--- config.mk ---
export PLATFORM = sky130hd
export DESIGN_NAME = dsa_out_streamer
export DESIGN_NICKNAME = d
export VERILOG_FILES = /design/src/rtl/dsa_out_streamer.sv
export SDC_FILE = /design/constraint.sdc
export NUM_CORES = 1
export LEC_CHECK = 0
export CAP_MARGIN = 20
export CORE_UTILIZATION = 62
export DETAILED_ROUTE_END_ITERATION = 12
export PLACE_DENSITY = 0.85
export SYNTH_ARGS = -nofsm -noshare
export SYNTH_HDL_FRONTEND = slang
export SYNTH_SLANG_ARGS = --single-unit
--- constraint.sdc ---
create_clock -name clk_50 -period 8.14 [get_ports clk_50]
set_input_delay 0.814 -clock clk_50 [delete_from_list [all_inputs] [get_ports clk_50]]
set_output_delay 0.814 -clock clk_50 [all_outputs]
set_load 0.005 [all_outputs]
--- src/rtl/dsa_out_streamer.sv ---
// Readback streamer for the DSA result image: reads mem_out row-major and emits
// a valid/ready byte stream with a last-beat marker and a running 16-bit checksum.
//
// state  | meaning
// IDLE   | waiting for start
// LOAD   | pixel count latched, first read may issue
// STREAM | reads issued and FIFO drained to the sink
// DONE   | one-cycle done pulse
module dsa_out_streamer #(
  parameter int AW = 12,
  parameter int DW = 8
) (
  input  logic          clk_50,
  input  logic          rst,
  input  logic          start,
  input  logic [15:0]   out_w,
  input  logic [15:0]   out_h,
  output logic          rd_en,
  output logic [AW-1:0] rd_addr,
  input  logic [DW-1:0] rd_data,
  output logic          m_valid,
  output logic [DW-1:0] m_data,
  output logic          m_last,
  input  logic          m_ready,
  output logic          busy,
  output logic          done,
  output logic [15:0]   checksum,
  output logic          err_size
);

  typedef enum logic [1:0] {S_IDLE, S_LOAD, S_STREAM, S_DONE} state_t;

  localparam logic [AW:0] CAP = {1'b1, {AW{1'b0}}};

  state_t        r_state;
  state_t        w_next;
  logic [AW:0]   r_rem;
  logic [AW-1:0] r_addr;
  logic          r_inflight;
  logic          r_inflight_last;
  logic [DW-1:0] r_fifo_data [3];
  logic          r_fifo_last [3];
  logic [1:0]    r_wp;
  logic [1:0]    r_rp;
  logic [1:0]    r_cnt;
  logic [15:0]   r_cs;
  logic          r_err;

  logic [31:0]   w_prod;
  logic          w_big;
  logic [AW:0]   w_n;
  logic          w_start_acc;
  logic          w_pop;
  logic          w_head_last;

  function automatic logic [1:0] ptr_inc(input logic [1:0] p);
    return (p == 2'd2) ? 2'd0 : p + 2'd1;
  endfunction

  assign w_prod      = {16'd0, out_w} * {16'd0, out_h};
  assign w_big       = w_prod > {{(31-AW){1'b0}}, CAP};
  assign w_n         = w_big ? CAP : w_prod[AW:0];
  assign w_start_acc = start && (r_state == S_IDLE);

  assign m_valid     = (r_cnt != 2'd0);
  assign w_head_last = r_fifo_last[r_rp];
  assign m_data      = m_valid ? r_fifo_data[r_rp] : '0;
  assign m_last      = m_valid && w_head_last;
  assign w_pop       = m_valid && m_ready;

  assign rd_addr     = r_addr;
  assign checksum    = r_cs;
  assign err_size    = r_err;

  always_ff @(posedge clk_50) begin
    if (rst) r_state <= S_IDLE;
    else     r_state <= w_next;
  end

  always_comb begin
    w_next = r_state;
    case (r_state)
      S_IDLE:   if (start) w_next = S_LOAD;
      S_LOAD:   w_next = (r_rem == '0) ? S_DONE : S_STREAM;
      S_STREAM: if (w_pop && w_head_last) w_next = S_DONE;
      S_DONE:   w_next = S_IDLE;
      default:  w_next = S_IDLE;
    endcase
  end

  // Occupancy plus the read still in flight must stay below the FIFO depth.
  always_comb begin
    rd_en = 1'b0;
    busy  = (r_state != S_IDLE);
    done  = (r_state == S_DONE);
    if ((r_state == S_LOAD) || (r_state == S_STREAM))
      rd_en = (r_rem != '0) && (({1'b0, r_cnt} + {2'b0, r_inflight}) < 3'd3);
  end

  always_ff @(posedge clk_50) begin
    if (rst) begin
      r_rem           <= '0;
      r_addr          <= '0;
      r_inflight      <= 1'b0;
      r_inflight_last <= 1'b0;
      r_wp            <= 2'd0;
      r_rp            <= 2'd0;
      r_cnt           <= 2'd0;
      r_cs            <= 16'd0;
      r_err           <= 1'b0;
      for (int i = 0; i < 3; i++) begin
        r_fifo_data[i] <= '0;
        r_fifo_last[i] <= 1'b0;
      end
    end else begin
      if (w_start_acc) begin
        r_rem  <= w_n;
        r_addr <= '0;
        r_err  <= w_big;
      end else if (rd_en) begin
        r_rem  <= r_rem - 1'b1;
        r_addr <= r_addr + 1'b1;
      end

      r_inflight      <= rd_en;
      r_inflight_last <= rd_en && (r_rem == (AW+1)'(1));

      if (r_inflight) begin
        r_fifo_data[r_wp] <= rd_data;
        r_fifo_last[r_wp] <= r_inflight_last;
        r_wp              <= ptr_inc(r_wp);
      end

      if (w_start_acc)
        r_cs <= 16'd0;
      else if (w_pop)
        r_cs <= r_cs + 16'(m_data);

      if (w_pop) r_rp <= ptr_inc(r_rp);

      case ({r_inflight, w_pop})
        2'b10:   r_cnt <= r_cnt + 2'd1;
        2'b01:   r_cnt <= r_cnt - 2'd1;
        default: r_cnt <= r_cnt;
      endcase
    end
  end

endmodule

==> results.sh <==
export IMPL_dp_cells=1810
export IMPL_start_util_pct=64.1
export IMPL_root_buffer="clkbuf_16"
export IMPL_multi_input_area_sq_um=9790
export IMPL_hp_class="flop to flop"
export IMPL_synth_compound_area_share_pct=9.14
export IMPL_yosysTopAreaCellShare_pct=29.7
export IMPL_port_buffers=85
export IMPL_final_util_pct=71.9
export IMPL_ys_seq_area_share_pct=16.4
export IMPL_ys_async_sr_fraction_pct=0
export IMPL_required_ns=8.33
export IMPL_drt_iter0_markers=697
export IMPL_clockBufferDepth=2
export IMPL_clk_pin_slew_ns=0.06
export IMPL_syn_cell_area_sq_um=13100
export IMPL_synth_flop_cell="dfxtp_1"
export IMPL_finalClockSkew_ns=0.00510
export IMPL_synthDistinctLibCells=69
export IMPL_place_gp_congestion=0.903
export IMPL_wl_met1_mm=12.7
export IMPL_critPathArrivalTime_ns=8.01
export IMPL_via_per_inst=5.77
export IMPL_fin_setup_tns_ns=0
export IMPL_grt_max_degree=32
export IMPL_die_area_sq_um=21800
export IMPL_cts_tree="built"
export IMPL_period_share_pct=96.1
export IMPL_status="complete, no violations"
export IMPL_fmax_ghz=0.128
export IMPL_rr_worst_depth=14
export IMPL_wl_met3_mm=1.76
export IMPL_startpoint="out_w[6]"
export IMPL_cp_max_fo=11
export IMPL_seq_area_sq_um=2160
export IMPL_synth_top_family_by_area="adder cells"
export IMPL_drv_slew=0
export IMPL_finalHoldViolCount=0
export IMPL_r2r_setup_slack_ns=4.17
export IMPL_cp_endpoint="r_rem[12]"
export IMPL_drc=0
export IMPL_syn_nets=1830
export IMPL_tightestPinTransition_ns=0.819
export IMPL_synth_edff_count=36
export IMPL_numClockSinks=90
export IMPL_rows=52
export IMPL_ios=86
export IMPL_synth_xor_xnor_area_share_pct=3.13
export IMPL_synth_simple_area_share_pct=19.1
export IMPL_synth_warnings=0
export IMPL_syn_mean_instance_area_sq_um=8.95
export IMPL_grt_pass1_vias=11016
export IMPL_ys_top_cells_by_count="inv_1, nand2_1, fa_1, and2_1, ha_1"
export IMPL_die_w_microns=148
export IMPL_ys_seq_elements=90
export IMPL_n_antenna_cell=0
export IMPL_postCtsSetupRepairBufs=0
export IMPL_clk_latency_ns=0.34
export IMPL_drive_gt1_share_pct=5.85
export IMPL_drv_cap=0
export IMPL_synthAdderAreaFrac_pct=41.4
export IMPL_wl_mm=30.6
export IMPL_drtAntennaViolNets=0
export IMPL_yosysMostFrequentCell="inv_1"
export IMPL_fp_dieH_microns=148
export IMPL_final_cells=1826
export IMPL_fin_nets=1913
export IMPL_timing_slew_headroom_pct=45.2
export IMPL_cts_resized=0
export IMPL_routed_top_layer="met4"
export IMPL_synth_mux_area_share_pct=1.76
export IMPL_period_needed_ns=7.82
export IMPL_numCtsBuffers=9
export IMPL_start_kind="primary input"
export IMPL_cts_hold_buf=0
export IMPL_h_tree_depth=3
export IMPL_setup_violations=0
export IMPL_rr_endpoint="checksum[12]"
export IMPL_syn_inst=1468
export IMPL_dpl_hpwl_mm=25.0
export IMPL_cp_end_kind="flop"
export IMPL_wl_per_cell_microns=16.7
export IMPL_antenna_found_initial=0
export IMPL_n_fill_cell=1495
export IMPL_whs_ns=0.479
export IMPL_core_sq_um=20500
export IMPL_synthTopCellsByArea="fa_1, ha_1, dfxtp_1, edfxtp_1, inv_1"
export IMPL_via_count=10545
export IMPL_synth_top_cell_by_area="fa_1"
export IMPL_area_growth_pct=12.1
export IMPL_rsz0062_at_grt="no"
export IMPL_globalRoute_totalOverflow=0
export IMPL_grt_total_usage_pct=29.7
export IMPL_drt_pass1_iterations=5
export IMPL_wl_met2_mm=15.4
export IMPL_path_class="primary input to flop"
export IMPL_grt_first_pass_wirelength_mm=52.0
==> stage by stage <==
stage / setup slack, ns / area [sq um]
final: 0.319 / 14700
after global placement: 0.184 / 14500
after CTS: 0.370 / 14700
after detailed placement: 0.0414 / 14500
after floorplan: 1.10 / 13100
after global routing: 0.0551 / 14700
==> worst min-delay path by stage <==
stage                                from             end  slack (ns)  depth (start not counted)
after detailed placement  r_inflight_last  r_fifo_last[3]        0.45                          0
after global placement    r_inflight_last  r_fifo_last[3]        0.45                          0
final                         checksum[7]     checksum[7]        0.48                          2
after global routing      r_inflight_last  r_fifo_last[3]        0.50                          0
after floorplan           r_inflight_last  r_fifo_last[3]        0.43                          0
after CTS                 r_inflight_last  r_fifo_last[3]        0.47                          0
==> worst max-delay path: stages <==
cell and delay, ns:
clkdlybuf4s50_1 0.82, nand2_1 0.15, fa_1 0.52, fa_1 0.55, inv_1 0.06, fa_1 0.51
inv_1 0.05, fa_1 0.47, fa_1 0.54, fa_1 0.55, inv_1 0.04, ha_1 0.39
a21oi_1 0.21, o21ai_1 0.12, a21oi_1 0.20, a21oi_1 0.14, o2111a_1 0.28, or4_2 0.55
a2111oi_2 0.42, and4_1 0.49, a311oi_1 0.15
==> cell type report <==
type,count,share of cell area [%]
repair buffers,131,8.11
flip-flops and latches,90,14.7
inverters,256,6.52
clock buffers,11,1.58
multi-input cells,1063,66.4
well taps,270,2.29
clock inverters,5,0.382
==> cells in the final DEF (no fill, tap or decap), types with 6 or more instances in the layout <==
| cell | n |
|---|---|
| mux4_2 | 8 |
| dfxtp_1 | 54 |
| and2_1 | 142 |
| a31oi_1 | 7 |
| a211oi_1 | 9 |
| and3_1 | 8 |
| nor2b_1 | 10 |
| clkbuf_16 | 9 |
| nor3_1 | 18 |
| nor4_1 | 12 |
| o21ai_0 | 33 |
| edfxtp_1 | 36 |
| ha_1 | 123 |
| or2_2 | 7 |
| fa_1 | 195 |
| a21o_1 | 8 |
| inv_1 | 255 |
| clkdlybuf4s50_1 | 85 |
| xnor2_1 | 31 |
| nand4_1 | 15 |
| xor2_1 | 16 |
| nand2_1 | 208 |
| o21a_1 | 6 |
| nand3_1 | 12 |
| buf_4 | 46 |
| a21oi_1 | 57 |
| or3_1 | 10 |
| nor2_1 | 48 |
==> per-layer routing <==
| layer | track usage (%) | vias up |
|---|---|---|
| met1 | 39.4 | 5227 |
| met2 | 50.8 | 380 |
| met4 | 9.02 | 0 |
| met5 | 0 | - |
| li1 | - | 4871 |
| met3 | 4.01 | 67 |
==> cells by family (layout without fill, tap and decap cells) <==
kind of cell	count (synthesis)	in the layout
multiplexers	13	13
AND/OR/NAND/NOR	505	505
XOR/XNOR	47	47
AO/OA/AOI/OAI	180	180
flip-flops	90	90
adder cells (fa/ha/maj)	318	318
buffers and inverters	315	403
==> registers in the layout (all words and copies together) (netlist names), named ones only <==
signal,count
r_fifo_data,32
checksum,16
r_rem,13
rd_addr,12
r_fifo_last,4
r_cnt,2
r_rp,2
r_state,2
r_wp,2
err_size,1
r_inflight,1
r_inflight_last,1
Power is left out: the tool's default activity adds up to more than one toggle a clock period on the data nets, which glitch-free logic cannot reach.
